**src/rtl/instr_dec_pkg.sv**
```systemverilog
// Shared definitions for the instruction decoder slice.
//  - Field bit positions of a 32-bit MIPS-style instruction word.
//  - Opcode and function-code constants for the supported instruction set.
//  - Format encoding (R/I/J) and the packed record of decoded fields.
//  - classify(): maps an opcode to its instruction format.
package instr_dec_pkg;

  localparam int WL_C = 32;

  // Field positions (inclusive bit ranges)
  localparam int OP_HI    = 31;
  localparam int OP_LO    = 26;
  localparam int RS_HI    = 25;
  localparam int RS_LO    = 21;
  localparam int RT_HI    = 20;
  localparam int RT_LO    = 16;
  localparam int RD_HI    = 15;
  localparam int RD_LO    = 11;
  localparam int SH_HI    = 10;
  localparam int SH_LO    = 6;
  localparam int FN_HI    = 5;
  localparam int FN_LO    = 0;
  localparam int IMM_HI   = 15;
  localparam int IMM_LO   = 0;
  localparam int JT_HI    = 25;
  localparam int JT_LO    = 0;

  // Opcodes
  localparam logic [5:0] OP_RTYPE = 6'h00;
  localparam logic [5:0] OP_J     = 6'h02;
  localparam logic [5:0] OP_JAL   = 6'h03;
  localparam logic [5:0] OP_BEQ   = 6'h04;
  localparam logic [5:0] OP_BNE   = 6'h05;
  localparam logic [5:0] OP_ADDI  = 6'h08;
  localparam logic [5:0] OP_ADDIU = 6'h09;
  localparam logic [5:0] OP_SLTI  = 6'h0A;
  localparam logic [5:0] OP_SLTIU = 6'h0B;
  localparam logic [5:0] OP_ANDI  = 6'h0C;
  localparam logic [5:0] OP_ORI   = 6'h0D;
  localparam logic [5:0] OP_XORI  = 6'h0E;
  localparam logic [5:0] OP_LUI   = 6'h0F;
  localparam logic [5:0] OP_LB    = 6'h20;
  localparam logic [5:0] OP_LH    = 6'h21;
  localparam logic [5:0] OP_LWL   = 6'h22;
  localparam logic [5:0] OP_LW    = 6'h23;
  localparam logic [5:0] OP_LBU   = 6'h24;
  localparam logic [5:0] OP_LHU   = 6'h25;
  localparam logic [5:0] OP_LWR   = 6'h26;
  localparam logic [5:0] OP_SB    = 6'h28;
  localparam logic [5:0] OP_SH    = 6'h29;
  localparam logic [5:0] OP_SW    = 6'h2B;

  // Function codes (R-type)
  localparam logic [5:0] FN_SLL  = 6'h00;
  localparam logic [5:0] FN_SRL  = 6'h02;
  localparam logic [5:0] FN_SRA  = 6'h03;
  localparam logic [5:0] FN_SLLV = 6'h04;
  localparam logic [5:0] FN_SRLV = 6'h06;
  localparam logic [5:0] FN_SRAV = 6'h07;
  localparam logic [5:0] FN_JR   = 6'h08;
  localparam logic [5:0] FN_JALR = 6'h09;
  localparam logic [5:0] FN_ADD  = 6'h20;
  localparam logic [5:0] FN_ADDU = 6'h21;
  localparam logic [5:0] FN_SUB  = 6'h22;
  localparam logic [5:0] FN_SUBU = 6'h23;
  localparam logic [5:0] FN_AND  = 6'h24;
  localparam logic [5:0] FN_OR   = 6'h25;
  localparam logic [5:0] FN_XOR  = 6'h26;
  localparam logic [5:0] FN_NOR  = 6'h27;
  localparam logic [5:0] FN_SLT  = 6'h2A;
  localparam logic [5:0] FN_SLTU = 6'h2B;

  typedef enum logic [1:0] {
    FMT_NONE = 2'd0,
    FMT_R    = 2'd1,
    FMT_I    = 2'd2,
    FMT_J    = 2'd3
  } fmt_e;

  typedef struct packed {
    logic [5:0]  opcode;
    logic [4:0]  rs;
    logic [4:0]  rt;
    logic [4:0]  rd;
    logic [4:0]  shamt;
    logic [5:0]  func;
    logic [15:0] imm;
    logic [31:0] imm_se;
    logic [25:0] jumpt;
    logic        is_r;
    logic        is_i;
    logic        is_j;
  } dec_t;

  // Every opcode that is neither R nor J falls into the I bucket,
  // including unsupported ones; legality is judged separately.
  function automatic fmt_e classify(input logic [5:0] op);
    fmt_e f;
    if (op == OP_RTYPE)                 f = FMT_R;
    else if (op == OP_J || op == OP_JAL) f = FMT_J;
    else                                f = FMT_I;
    return f;
  endfunction

endpackage

```
**src/rtl/instr_dec_if.sv**
```systemverilog
// Decoder bus: fetched instruction in, decoded fields out.
//  master : instruction source / field consumer (drives in_valid, Instr)
//  slave  : the decoder (drives out_valid, fields, format flags, illegal)
interface instr_dec_if;
  import instr_dec_pkg::*;

  logic        in_valid;
  logic [31:0] Instr;
  logic        out_valid;
  logic [5:0]  OPcode;
  logic [4:0]  RS;
  logic [4:0]  RT;
  logic [4:0]  RD;
  logic [4:0]  shamt;
  logic [5:0]  Func;
  logic [15:0] Imm;
  logic [31:0] ImmSE;
  logic [25:0] Jumpt;
  logic        is_r;
  logic        is_j;
  logic        is_i;
  logic        illegal;

  modport master (
    output in_valid, Instr,
    input  out_valid, OPcode, RS, RT, RD, shamt, Func, Imm, ImmSE, Jumpt,
           is_r, is_j, is_i, illegal
  );

  modport slave (
    input  in_valid, Instr,
    output out_valid, OPcode, RS, RT, RD, shamt, Func, Imm, ImmSE, Jumpt,
           is_r, is_j, is_i, illegal
  );
endinterface

```
**src/rtl/instr_dec_fields.sv**
```systemverilog
// instr_fields: purely combinational field slicer.
//  instr : 32-bit instruction word
//  dec   : all fields, sign-extended immediate and one-hot format flags
// Every field is extracted regardless of format.
module instr_fields
  import instr_dec_pkg::*;
(
  input  logic [31:0] instr,
  output dec_t        dec
);

  fmt_e fmt;

  always_comb begin
    fmt        = classify(instr[OP_HI:OP_LO]);
    dec        = '0;
    dec.opcode = instr[OP_HI:OP_LO];
    dec.rs     = instr[RS_HI:RS_LO];
    dec.rt     = instr[RT_HI:RT_LO];
    dec.rd     = instr[RD_HI:RD_LO];
    dec.shamt  = instr[SH_HI:SH_LO];
    dec.func   = instr[FN_HI:FN_LO];
    dec.imm    = instr[IMM_HI:IMM_LO];
    dec.imm_se = {{16{instr[IMM_HI]}}, instr[IMM_HI:IMM_LO]};
    dec.jumpt  = instr[JT_HI:JT_LO];
    dec.is_r   = (fmt == FMT_R);
    dec.is_i   = (fmt == FMT_I);
    dec.is_j   = (fmt == FMT_J);
  end

endmodule

```
**src/rtl/instr_dec.sv**
```systemverilog
// instr_dec: registered instruction field decoder.
//  CLK, RST : clock and synchronous active-high reset (clears every output)
//  bus      : instr_dec_if.slave -- in_valid/Instr in; out_valid, OPcode, RS,
//             RT, RD, shamt, Func, Imm, ImmSE, Jumpt, is_r/is_i/is_j, illegal out
// One cycle latency. Fields load only on in_valid and otherwise hold;
// out_valid follows in_valid every cycle.
// Optional feature macro: INSTRDEC_ILLEGAL_EN -- enables the unsupported
// opcode/function check; without it illegal is tied low.
module instr_dec
  import instr_dec_pkg::*;
#(
  parameter int WL = 32
)(
  input  logic        CLK,
  input  logic        RST,
  instr_dec_if.slave  bus
);

  if (WL != WL_C) begin : g_wl_chk
    $error("instr_dec: WL must be 32");
  end

  dec_t dec_p0;
  dec_t dec_p1;
  logic vld_p1;

  instr_fields u_fields (
    .instr (bus.Instr),
    .dec   (dec_p0)
  );

  // ---- stage p0 -> p1 : output register ----
  always_ff @(posedge CLK) begin
    if (RST) begin
      vld_p1 <= 1'b0;
      dec_p1 <= '0;
    end else begin
      vld_p1 <= bus.in_valid;
      if (bus.in_valid) dec_p1 <= dec_p0;
    end
  end

`ifdef INSTRDEC_ILLEGAL_EN
  logic ill_p1;

  function automatic logic op_supported(input logic [5:0] op);
    logic ok;
    case (op)
      OP_RTYPE, OP_J, OP_JAL, OP_BEQ, OP_BNE,
      OP_ADDI, OP_ADDIU, OP_SLTI, OP_SLTIU,
      OP_ANDI, OP_ORI, OP_XORI, OP_LUI,
      OP_LB, OP_LH, OP_LWL, OP_LW, OP_LBU, OP_LHU, OP_LWR,
      OP_SB, OP_SH, OP_SW: ok = 1'b1;
      default:             ok = 1'b0;
    endcase
    return ok;
  endfunction

  function automatic logic fn_supported(input logic [5:0] fn);
    logic ok;
    case (fn)
      FN_SLL, FN_SRL, FN_SRA, FN_SLLV, FN_SRLV, FN_SRAV, FN_JR, FN_JALR,
      FN_ADD, FN_ADDU, FN_SUB, FN_SUBU, FN_AND, FN_OR, FN_XOR, FN_NOR,
      FN_SLT, FN_SLTU: ok = 1'b1;
      default:         ok = 1'b0;
    endcase
    return ok;
  endfunction

  logic ill_p0;
  always_comb begin
    ill_p0 = !op_supported(dec_p0.opcode);
    if (dec_p0.opcode == OP_RTYPE && !fn_supported(dec_p0.func)) ill_p0 = 1'b1;
  end

  // ---- stage p0 -> p1 : illegal flag, same load rule as the fields ----
  always_ff @(posedge CLK) begin
    if (RST)               ill_p1 <= 1'b0;
    else if (bus.in_valid) ill_p1 <= ill_p0;
  end

  assign bus.illegal = ill_p1;
`else
  assign bus.illegal = 1'b0;
`endif

  assign bus.out_valid = vld_p1;
  assign bus.OPcode    = dec_p1.opcode;
  assign bus.RS        = dec_p1.rs;
  assign bus.RT        = dec_p1.rt;
  assign bus.RD        = dec_p1.rd;
  assign bus.shamt     = dec_p1.shamt;
  assign bus.Func      = dec_p1.func;
  assign bus.Imm       = dec_p1.imm;
  assign bus.ImmSE     = dec_p1.imm_se;
  assign bus.Jumpt     = dec_p1.jumpt;
  assign bus.is_r      = dec_p1.is_r;
  assign bus.is_i      = dec_p1.is_i;
  assign bus.is_j      = dec_p1.is_j;

endmodule

```
**src/flat_wrapper.sv**
```systemverilog
// flat-port wrapper written by rule: the top's interface ports become plain ports
module instr_dec_flat import instr_dec_pkg::*;
#(
  parameter int WL = 32
)
  (CLK, RST, bus_in_valid, bus_Instr, bus_out_valid, bus_OPcode, bus_RS, bus_RT, bus_RD, bus_shamt, bus_Func, bus_Imm, bus_ImmSE, bus_Jumpt, bus_is_r, bus_is_j, bus_is_i, bus_illegal);
  instr_dec_if bus_i ();
  input  logic CLK;
  input  logic RST;
  input wire logic [$bits(bus_i.in_valid)-1:0] bus_in_valid;
  input wire logic [$bits(bus_i.Instr)-1:0] bus_Instr;
  output wire logic [$bits(bus_i.out_valid)-1:0] bus_out_valid;
  output wire logic [$bits(bus_i.OPcode)-1:0] bus_OPcode;
  output wire logic [$bits(bus_i.RS)-1:0] bus_RS;
  output wire logic [$bits(bus_i.RT)-1:0] bus_RT;
  output wire logic [$bits(bus_i.RD)-1:0] bus_RD;
  output wire logic [$bits(bus_i.shamt)-1:0] bus_shamt;
  output wire logic [$bits(bus_i.Func)-1:0] bus_Func;
  output wire logic [$bits(bus_i.Imm)-1:0] bus_Imm;
  output wire logic [$bits(bus_i.ImmSE)-1:0] bus_ImmSE;
  output wire logic [$bits(bus_i.Jumpt)-1:0] bus_Jumpt;
  output wire logic [$bits(bus_i.is_r)-1:0] bus_is_r;
  output wire logic [$bits(bus_i.is_j)-1:0] bus_is_j;
  output wire logic [$bits(bus_i.is_i)-1:0] bus_is_i;
  output wire logic [$bits(bus_i.illegal)-1:0] bus_illegal;
  assign bus_i.in_valid = bus_in_valid;
  assign bus_i.Instr = bus_Instr;
  assign bus_out_valid = bus_i.out_valid;
  assign bus_OPcode = bus_i.OPcode;
  assign bus_RS = bus_i.RS;
  assign bus_RT = bus_i.RT;
  assign bus_RD = bus_i.RD;
  assign bus_shamt = bus_i.shamt;
  assign bus_Func = bus_i.Func;
  assign bus_Imm = bus_i.Imm;
  assign bus_ImmSE = bus_i.ImmSE;
  assign bus_Jumpt = bus_i.Jumpt;
  assign bus_is_r = bus_i.is_r;
  assign bus_is_j = bus_i.is_j;
  assign bus_is_i = bus_i.is_i;
  assign bus_illegal = bus_i.illegal;
  instr_dec #(.WL(WL)) u_core (.CLK(CLK), .RST(RST), .bus(bus_i));
endmodule
```
**config.mk**
```make
export PLATFORM = sky130hd
export DESIGN_NAME = instr_dec_flat
export DESIGN_NICKNAME = d
export VERILOG_FILES = /design/src/rtl/instr_dec_pkg.sv /design/src/rtl/instr_dec_if.sv /design/src/rtl/instr_dec_fields.sv /design/src/rtl/instr_dec.sv /design/src/flat_wrapper.sv
export SDC_FILE = /design/constraint.sdc
export NUM_CORES = 1
export LEC_CHECK = 0
export ABC_AREA = 1
export CAP_MARGIN = 20
export CELL_PAD_IN_SITES_DETAIL_PLACEMENT = 1
export CELL_PAD_IN_SITES_GLOBAL_PLACEMENT = 2
export CORE_ASPECT_RATIO = 1.75
export CORE_MARGIN = 2
export CORE_UTILIZATION = 16
export CTS_CLUSTER_DIAMETER = 120
export DETAILED_ROUTE_END_ITERATION = 8
export GPL_ROUTABILITY_DRIVEN = 0
export PLACE_DENSITY_LB_ADDON = 0.1
export SLEW_MARGIN = 15
export SYNTH_ARGS = -nofsm -noshare
export SYNTH_HDL_FRONTEND = slang
export SYNTH_SLANG_ARGS = --single-unit
```
**constraint.sdc**
```tcl
create_clock -name CLK -period 1.3 [get_ports CLK]
set_input_delay 0.26 -clock CLK [delete_from_list [all_inputs] [get_ports CLK]]
set_output_delay 0.26 -clock CLK [all_outputs]
set_load 0.05 [all_outputs]
```
### Word level (Yosys, flattened, before mapping)

Cells that the tools add are included.

| storage, ports and cells | value |
|---|---|
| word-level logic and storage cells | 22 |
| output and inout bits | 111 |
| register bits | 94 |

| cells by class | value |
|---|---|
| muxes and demuxes | 2 |
| reduce and logical (&&, ||, !) cells | 2 |
| equal/unequal tests | 5 |

Operators with widths:

| operator | count |
|---|---|
| $eq A6 B2 Y1 const B | 2 |
| $logic_not A6 Y1 | 1 |
| $eq A2 B2 Y1 const B | 2 |
| $eq A2 B1 Y1 const B | 1 |
| $mux W2 | 1 |
| $logic_or A1 B1 Y1 | 1 |
| $mux W1 | 1 |

### Logic depth before layout (Yosys ltp)

Gate-level depths: netlist (run 1).

| logic depth | value |
|---|---|
| word-level depth | 5 |
| mapped depth | 5 |

### By module

Synthesis (run 1) repeated with hierarchy kept, for this count alone.

| unflattened totals | value |
|---|---|
| cells, all modules | 810 |
| area total of the unflattened synthesis | 5,434.0 µm² |

Modules (own cells, without submodules):

| module | area each (µm²) | seq. area each (µm²) | cells an instance | instances |
|---|---|---|---|---|
| instr_dec | 4,600.7 | 2,202.1 | 695 | 1 |
| instr_fields | 833.3 | 0.0 | 115 | 1 |

### Worst setup path before layout (run 1)

OpenSTA, ideal clock, no wires.

| path | value |
|---|---|
| path kind | register to output |
| from | register u_core.bus.Jumpt[15] (netlist name) |
| to | output port bus_ImmSE[15] |
| required time | 1.040 ns |
| slack | -0.203 ns |
| arrival | 1.243 ns |
| cell stages (with the launch flop) | 2 |
| path buffers | 1 |
| path through | dfxtp_1 > buf_4 |

RTL lines:

| what | line | RTL |
|---|---|---|
| end, declared | flat_wrapper.sv:20 | `output wire logic [$bits(bus_i.ImmSE)-1:0] bus_ImmSE;` |

### Final worst setup path (run 1)

| path | value |
|---|---|
| from | register u_core.dec_p1 (netlist bit u_core.bus.Jumpt[15]) |
| to | output port bus_Jumpt[15] |

RTL lines:

| what | line | RTL |
|---|---|---|
| start, declared | instr_dec.sv:24 | `dec_t dec_p1;` |
| start signal, assigned | instr_dec.sv:39 | `if (bus.in_valid) dec_p1 <= dec_p0;` |
| end, declared | flat_wrapper.sv:21 | `output wire logic [$bits(bus_i.Jumpt)-1:0] bus_Jumpt;` |

No word-level cell between the ends.

==> results of run 1 <==
==> final timing paths <==
check	from	to	slack [ps]	cells after the start
setup / recovery	u_core.bus.Jumpt[15]$_SDFFE_PP0P_	bus_Jumpt[15]	50	2
hold reg to reg	u_core.bus.OPcode[1]$_SDFFE_PP0P_	u_core.bus.OPcode[1]$_SDFFE_PP0P_	540	2
hold / removal	u_core.bus.OPcode[1]$_SDFFE_PP0P_	u_core.bus.OPcode[1]$_SDFFE_PP0P_	540	2
setup reg to reg	u_core.bus.is_i$_SDFFE_PP0P_	u_core.bus.is_i$_SDFFE_PP0P_	570	4
==> registers in the layout (all words and copies together) (netlist names) <==
register              cells
u_core.bus.out_valid      1
u_core.bus.is_i           1
u_core.bus.is_j           1
u_core.bus.Jumpt         26
u_core.bus.OPcode         6
u_core.bus.is_r           1
==> worst max-delay path, cell delays in order, from the launching register on <==
cell and delay [ps]:
dfxtp_4 380, buf_12 180, buf_12 150
==> stage by stage <==
step / power (mW) / hold WS, ps
detailed placement: 3.48 / 515
CTS: 4.66 / 548
floorplan: 2.45 / 322
finish: 4.57 / 540
global route: 4.76 / 562
global placement: 3.47 / 507
==> layout by cell type, fill, tap and decap left out <==
master | Yosys | routed
conb_1 | 1 | 1
clkdlybuf4s50_1 | 0 | 34
buf_16 | 0 | 1
a21oi_1 | 2 | 2
a21oi_2 | 1 | 1
inv_1 | 4 | 4
o21ai_0 | 33 | 33
nor2_1 | 67 | 67
nand2_1 | 4 | 4
a211oi_2 | 1 | 1
nand3_1 | 3 | 3
buf_12 | 0 | 115
clkbuf_16 | 0 | 5
dfxtp_2 | 0 | 15
dfxtp_1 | 36 | 20
dfxtp_4 | 0 | 1
buf_4 | 78 | 3
==> cell type report <==
cell class                 count  area [um2]  area share (%)
timing repair buffer         153        2690            63.7
sequential                    36         743            17.6
multi-input combinational    112         482            11.4
tap                          135         169            4.00
clock buffer                   5         125            2.96
inverter                       4        15.0           0.355
==> cells by family (layout without fill, tap and decap cells) <==
group | after synthesis | in the layout | share of synthesized area, %
flip-flops | 36 | 36 | 38.9
AND/OR/NAND/NOR | 74 | 74 | 15.2
buffers and inverters | 89 | 162 | 35.0
AO/OA/AOI/OAI | 37 | 37 | 10.6
other | 1 | 1 | 0.203
==> report_power, final <==
group          internal (mW)  switching (mW)
sequential              1.19           0.174
combinational           1.02            1.08
clock                  0.678           0.440
==> metal layers <==
layer,global-route usage (%),share of wire (%)
met1,10.1,31
met2,20.8,62
met3,2.66,5.7
met4,3.81,1.6
met5,0,0
==> what timing repair did <==
| item | 4_1_cts | 5_1_grt |
|---|---|---|
| hold endpoints to repair | 0 | 0 |
| resized for setup | 17 | 0 |
| setup endpoints to repair | 80 | 0 |
| buffers inserted | 0 | 0 |
==> run_results.csv, run 1 <==
group,metric,value,unit
outcome,status,"finished clean",
synth,syn_area,0.00185,mm2
timing,fmax,798,MHz
placed_design,place_ws,-122,ps
global_route,overflow,0,
global_route,grt_max_degree,26,
timing,grt_setup_unrepaired,"no",
timing,slew_violations,0,
synth,synth_top_area_cell,"dfxtp_1",
drt,avgRoutedWirePerCell,14.5,um
synth,yosysMostFrequentCell,"buf_4",
pwr,irDropWorstVdd,478,uV
drt,ant_nets,0,
placed_design,io_buffers,144,
synth,synth_cell_types,14,
synth,yosys_warnings,0,
cells_and_area,drive_gt1_share,45.8,%
timing,setup_tns,0,ps
global_route,grtUsageTotal,10.5,%
clocking,clockBufferDepth,2,
clocking,numClockSinks,36,
cells_and_area,syn_to_final_growth,128,%
drt,wl,6440,um
placed_design,placed_cells,439,
synth,syn_inst,237,
floorplan,dieArea,0.0125,mm2
synth,synth.top_cell.area_share,38.9,%
critical_path,crit_required,1040,ps
global_route,grt_pass1_vias,1714,
pwr,powerDensity,1080,mW/mm2
worst_hold_path,min_path_type,"flip-flop to flip-flop",
critical_path,arrival,990,ps
timing,finalWorstSetupSlack,46.7,ps
timing,fin_crit,1250,ps
critical_path,path_max_fanout,10,
timing,hold_viol_final,0,
clocking,cts_made_buffers,5,
cells_and_area,nNetsFinal,347,
global_route,grt_pass1_wl,10100,um
synth,synthArstFlopShare,0,%
clocking,cts_tree,"yes",
cells_and_area,finish.utilization,36.9,%
critical_path,cp-start-kind,"flip-flop",
synth,synth_ff_type,"dfxtp_1",
drt,drtIter0Drc,19,
drt,via_count,1692,
clocking,clock_latency,270,ps
drt,drc,0,
cells_and_area,diodes,0,
floorplan,num_rows,52,
placed_design,dpl_cell_area,0.00405,mm2
synth,synth_seq_area_share,38.9,%
clocking,root_buffer,"clkbuf_16",
timing,fin_worst_skew,0,ps
placed_design,dp_hpwl,5120,um
synth,synth_edf_count,0,
floorplan,pin_count,146,
synth,synth_nets,272,
drt,drt_first_pass_iters,4,
pwr,leakage,1.75,nW
synth,synth.area.top_cells,"dfxtp_1, buf_4, nor2_1, o21ai_0, buf_6",
clocking,clkTransAtPathRegs,60,ps
cells_and_area,fillCellCount,1218,
cells_and_area,final_area,0.00423,mm2
global_route,antenna_found_initial,0,
floorplan,core_area,0.0115,mm2
critical_path,cp-end-kind,"primary output",
synth,synth_common_cells,"buf_4, nor2_1, dfxtp_1, o21ai_0",
synth,ys_ff_latch,36,
cells_and_area,final_cells,445,
drt,routed_via_density,3.80,
floorplan,die_w,85.3,um
floorplan,start_util,16.2,%
flow_run,drv_cap,0,
clocking,hold_buffers,0,
floorplan,die_h,146,um
timing,setup_violations,0,
timing,post-route-period-util,96.4,%
synth,synth_area_per_cell,7.81,um2
critical_path,worst-setup-path-type,"flip-flop to primary output",
clocking,htreeDepth,2,
No activity file was read; power rests on OpenSTA's default activity.
==> run 2: changes to the inputs <==
--- a/config.mk
+++ b/config.mk
@@ -9,7 +9,7 @@
 export CAP_MARGIN = 20
 export CELL_PAD_IN_SITES_DETAIL_PLACEMENT = 1
 export CELL_PAD_IN_SITES_GLOBAL_PLACEMENT = 2
-export CORE_ASPECT_RATIO = 1.75
+export CORE_ASPECT_RATIO = 1.25
 export CORE_MARGIN = 2
 export CORE_UTILIZATION = 16
 export CTS_CLUSTER_DIAMETER = 120
==> run 2 against run 1 <==
Flip-flop and latch count is the same. Largest power group unchanged. Critical path depth is the same. Register-to-register slack lost 120 ps.
==> run_results.csv, run 2 (synthesis results as in run 1) <==
group,metric,value,unit
outcome,status,"finished clean",
worst_hold_path,hold_end,"u_core.bus.OPcode[1]$_SDFFE_PP0P_",
timing,slew_violations,0,
flow_run,drv_cap,0,
global_route,grt_pass1_wl,9500,um
global_route,grt_max_degree,21,
pwr,seqPwrFrac,29.7,%
critical_path,cp-start-kind,"flip-flop",
drt,ant_nets,0,
clocking,clockBufferDepth,2,
timing,hold_viol_final,0,
drt,drt_first_pass_iters,4,
pwr,irDropWorstVdd,431,uV
cells_and_area,mostFrequentLayoutCell,"buf_12",
cells_and_area,final_area,0.00426,mm2
critical_path,worstReg2RegEnd,"u_core.bus.Jumpt[15]$_SDFFE_PP0P_",
drt,drtIter0Drc,21,
drt,routed-wl-met2,3140,um
global_route,grt_pass1_vias,1733,
cells_and_area,drive_gt1_share,46.3,%
timing,grt_setup_unrepaired,"no",
critical_path,cp-end-kind,"primary output",
pwr,combPwrFrac,45.7,%
floorplan,pin_count,146,
placed_design,dpl_cell_area,0.00406,mm2
cells_and_area,diodes,0,
placed_design,io_buffers,144,
cells_and_area,fillCellCount,1194,
floorplan,start_util,16.5,%
pwr,powerDensity,1080,mW/mm2
pwr,power,4.59,mW
critical_path,worstReg2RegStart,"u_core.bus.Jumpt[15]$_SDFFE_PP0P_",
clocking,clock_latency,280,ps
pwr,p_int,2.91,mW
clocking,hold_buffers,0,
floorplan,die_h,124,um
critical_path,arrival,990,ps
clocking,cts_tree,"yes",
floorplan,num_rows,43,
critical_path,crit_required,1040,ps
clocking,root_buffer,"clkbuf_16",
floorplan,die_w,100,um
critical_path,path_max_fanout,10,
drt,wl_met1,2290,um
global_route,grtUsageTotal,9.82,%
worst_hold_path,min_path_type,"flip-flop to flip-flop",
placed_design,dp_hpwl,4740,um
drt,top_layer,"met4",
worst_hold_path,worstHoldStart,"u_core.bus.OPcode[1]$_SDFFE_PP0P_",
pwr,leakage,1.78,nW
timing,fmax,797,MHz
clocking,cts_made_buffers,5,
drt,avgRoutedWirePerCell,13.3,um
pwr,switching_power,1.68,mW
critical_path,r2r_slack,450,ps
drt,wl,6000,um
cells_and_area,largest_register_ffs,26,
critical_path,worst-setup-path-type,"flip-flop to primary output",
pwr,clockPowerShare,24.7,%
drt,via_count,1677,
floorplan,dieArea,0.0124,mm2
cells_and_area,finish.utilization,38.1,%
timing,setup_violations,0,
global_route,antenna_found_initial,0,
cells_and_area,nNetsFinal,350,
timing,fin_crit,1250,ps
critical_path,ff2ff_path_depth,3,
floorplan,core_area,0.0112,mm2
pwr,swShare,36.6,%
drt,wl_met3,526,um
timing,fin_worst_skew,0,ps
cells_and_area,syn_to_final_growth,130,%
drt,drc,0,
global_route,overflow,0,
drt,routed_via_density,3.73,
clocking,clkTransAtPathRegs,60,ps
cells_and_area,final_cell_mix,"buf_12, nor2_1, clkdlybuf4s50_1",
clocking,numClockSinks,36,
worst_hold_path,min_path_cells,2,
timing,post-route-period-util,96.5,%
clocking,htreeDepth,2,
## run 2: cell count changes in the layout (fill, tap and decap cells not counted), sizes merged
cell and delta:
buf +2, clkbuf +2, clkinv +1
## run 2: metal layers
metal,GRT usage [%],vias to the layer above
li1,-,817
met1,11.0,775
met2,16.9,81
met3,3.82,4
met4,3.14,0
met5,0,-
## run 2: power groups by stage
stage	sequential [mW]	combinational [mW]	clock [mW]
final	1.36	2.09	1.13
after global routing	1.38	2.17	1.24
after CTS	1.37	2.11	1.20
after detailed placement	1.38	2.09	0
after global placement	1.38	2.09	0
after floorplan	1.53	0.920	0
## run 2: area by class of cell
class,count,area (um2),area share (%)
timing repair buffer,156,2720,63.8
tap,135,169,3.96
multi-input combinational,112,482,11.3
clock inverter,1,5.00,0.117
sequential,36,743,17.4
inverter,4,15.0,0.352
clock buffer,6,129,3.02
## run 2: critical path, cell delays in order (launching register included)
cell and delay (ps):
dfxtp_4 400, buf_16 170, buf_12 150
## run 2: worst max path at each step
stage               slack, ps                               from  depth (start not counted)                           endpoint
finish                     50  u_core.bus.Jumpt[15]$_SDFFE_PP0P_                          2                      bus_ImmSE[26]
global route                5  u_core.bus.Jumpt[15]$_SDFFE_PP0P_                          2                      bus_ImmSE[26]
CTS                         5  u_core.bus.Jumpt[15]$_SDFFE_PP0P_                          2                      bus_ImmSE[24]
detailed placement       -140                       bus_in_valid                          5  u_core.bus.Jumpt[18]$_SDFFE_PP0P_
global placement         -110                       bus_in_valid                          5  u_core.bus.OPcode[5]$_SDFFE_PP0P_
floorplan                  90   u_core.bus.Jumpt[5]$_SDFFE_PP0P_                          1                       bus_ImmSE[5]
## run 2: per-stage QoR
stage | setup TNS [ps] | setup WS [ps] | hold WS (ps) | std cells
2_1_floorplan | 0 | 92.0 | 322 | 237
3_3_place_gp | -2490 | -113 | 536 | 441
3_5_place_dp | -3190 | -136 | 545 | 441
4_1_cts | 0 | 4.92 | 554 | 449
5_1_grt | 0 | 4.84 | 563 | 450
6_report | 0 | 45.3 | 549 | 450
## run 2: timing repair
| action | 4_1_cts | 5_1_grt |
|---|---|---|
| resized for setup | 16 | 1 |
| setup endpoints to repair | 80 | 11 |
| buffers inserted | 0 | 0 |
| cloned | 1 | 1 |
==> run 3: changes to the inputs <==
--- a/config.mk
+++ b/config.mk
@@ -6,6 +6,7 @@
 export NUM_CORES = 1
 export LEC_CHECK = 0
 export ABC_AREA = 1
+export ABC_CLOCK_PERIOD_IN_PS = 1300
 export CAP_MARGIN = 20
 export CELL_PAD_IN_SITES_DETAIL_PLACEMENT = 1
 export CELL_PAD_IN_SITES_GLOBAL_PLACEMENT = 2
@@ -15,7 +16,7 @@
 export CTS_CLUSTER_DIAMETER = 120
 export DETAILED_ROUTE_END_ITERATION = 8
 export GPL_ROUTABILITY_DRIVEN = 0
-export PLACE_DENSITY_LB_ADDON = 0.1
+export PLACE_DENSITY = 0.79
 export SLEW_MARGIN = 15
 export SYNTH_ARGS = -nofsm -noshare
 export SYNTH_HDL_FRONTEND = slang
==> run 3 against run 2 <==
Hold slack worse by 10 ps. Register-to-register slack better by 50 ps. Routed wire length hardly changed. Sequential share of layout area is 0.096 points higher. Combinational power hardly changed. Final area is 0.88% lower. Via count is 0.12% higher. Critical path type unchanged. Largest power group unchanged.
==> run_results.csv, run 3 (synthesis results as in run 1) <==
group,metric,value,unit
floorplan,core_area,0.0112,mm2
cells_and_area,largest_register_ffs,26,
cells_and_area,nNetsFinal,347,
critical_path,worst-setup-path-type,"flip-flop to primary output",
floorplan,num_rows,43,
global_route,overflow,0,
placed_design,place_ws,-112,ps
floorplan,die_w,100,um
global_route,antenna_found_initial,0,
clocking,root_buffer,"clkbuf_16",
global_route,grt_pass1_wl,9740,um
global_route,grt_max_degree,40,
clocking,cts_made_buffers,5,
placed_design,dpl_cell_area,0.00404,mm2
drt,routed_via_density,3.75,
floorplan,pin_count,146,
clocking,clkTransAtPathRegs,60,ps
drt,via_count,1679,
clocking,clock_latency,270,ps
critical_path,arrival,1000,ps
global_route,grt_pass1_vias,1763,
timing,post-route-period-util,97.2,%
worst_hold_path,min_path_type,"flip-flop to flip-flop",
cells_and_area,fillCellCount,1202,
critical_path,path_max_fanout,14,
timing,slew_violations,0,
clocking,htreeDepth,2,
drt,drtIter0Drc,17,
pwr,irDropWorstVdd,509,uV
pwr,powerDensity,1140,mW/mm2
timing,finalWorstSetupSlack,37.0,ps
timing,hold_viol_final,0,
clocking,numClockSinks,36,
timing,fmax,792,MHz
cells_and_area,mostFrequentLayoutCell,"buf_12",
cells_and_area,final_area,0.00423,mm2
timing,setup_violations,0,
timing,fin_hold_ws,539,ps
clocking,cts_setup_buffers,0,
cells_and_area,diodes,0,
drt,ant_nets,0,
floorplan,start_util,16.5,%
clocking,clockBufferDepth,2,
drt,avgRoutedWirePerCell,13.4,um
critical_path,cp-end-kind,"primary output",
placed_design,dp_hpwl,4940,um
cells_and_area,drive_gt1_share,46.3,%
critical_path,crit_required,1040,ps
pwr,leakage,1.76,nW
flow_run,drv_cap,0,
drt,wl,6000,um
timing,grt_setup_unrepaired,"no",
floorplan,die_h,124,um
timing,fin_crit,1260,ps
global_route,grtUsageTotal,9.77,%
critical_path,cp-start-kind,"flip-flop",
drt,drc,0,
drt,drt_first_pass_iters,2,
cells_and_area,finish.utilization,37.8,%
cells_and_area,syn_to_final_growth,128,%
timing,fin_worst_skew,0,ps
placed_design,io_buffers,144,
clocking,cts_tree,"yes",
cells_and_area,final_cell_mix,"buf_12, nor2_1, clkdlybuf4s50_1",
outcome,status,"finished clean",
floorplan,dieArea,0.0124,mm2
[run 3: cell count changes in the layout (fill, tap and decap cells not counted), sizes merged]
| cell | delta |
|---|---|
| clkbuf | -2 |
| clkinvlp | +1 |
| bufinv | +1 |
| buf | -2 |
[run 3: path summary, 6_finish.rpt]
check / depth (start not counted) / slack [ps] / to / start
worst min register to register: 2 / 540 / u_core.bus.OPcode[1]$_SDFFE_PP0P_ / u_core.bus.OPcode[1]$_SDFFE_PP0P_
worst min-delay path: 2 / 540 / u_core.bus.OPcode[1]$_SDFFE_PP0P_ / u_core.bus.OPcode[1]$_SDFFE_PP0P_
worst max-delay path: 2 / 40 / bus_ImmSE[15] / u_core.bus.Jumpt[15]$_SDFFE_PP0P_
worst max register to register: 3 / 500 / u_core.bus.Jumpt[15]$_SDFFE_PP0P_ / u_core.bus.Jumpt[15]$_SDFFE_PP0P_
[run 3: through the flow]
stage	TNS [ps]	total power [mW]	instances
5_1_grt	0	4.98	448
4_1_cts	0	4.88	448
2_1_floorplan	0	2.45	237
6_report	0	4.80	448
3_5_place_dp	-2190	3.47	440
3_3_place_gp	-1120	3.44	440
[run 3: layout make-up]
type	count	area, um2	area share [%]
clock buffers	5	125	2.96
inverters	4	15.0	0.355
multi-input cells	112	482	11.4
repair buffers	153	2650	62.7
clock inverters	3	42.5	1.01
flip-flops and latches	36	741	17.5
well taps	135	169	4.00
[run 3: worst max-delay path, cell delays in order (launching register included)]
cell	delay, ps
dfxtp_2	360
buf_12	210
buf_12	160
[run 3: routing by layer]
layer	vias up	wire length [um]	GRT usage (%)
li1	814	-	-
met1	785	2090	10.2
met2	80	3380	18.3
met3	0	530	3.99
met4	0	0	1.45
met5	-	0	0
[run 3: what timing repair did]
item	CTS	global route
endpoints found under the hold margin	0	0
setup endpoints to repair	60	6
hold buffers	0	0
gates resized for setup	15	1
[run 3: report_power, final]
part / switching [mW] / internal, mW
clock: 0.462 / 0.900
sequential: 0.171 / 1.19
combinational: 1.08 / 1.00
total: 1.71 / 3.09
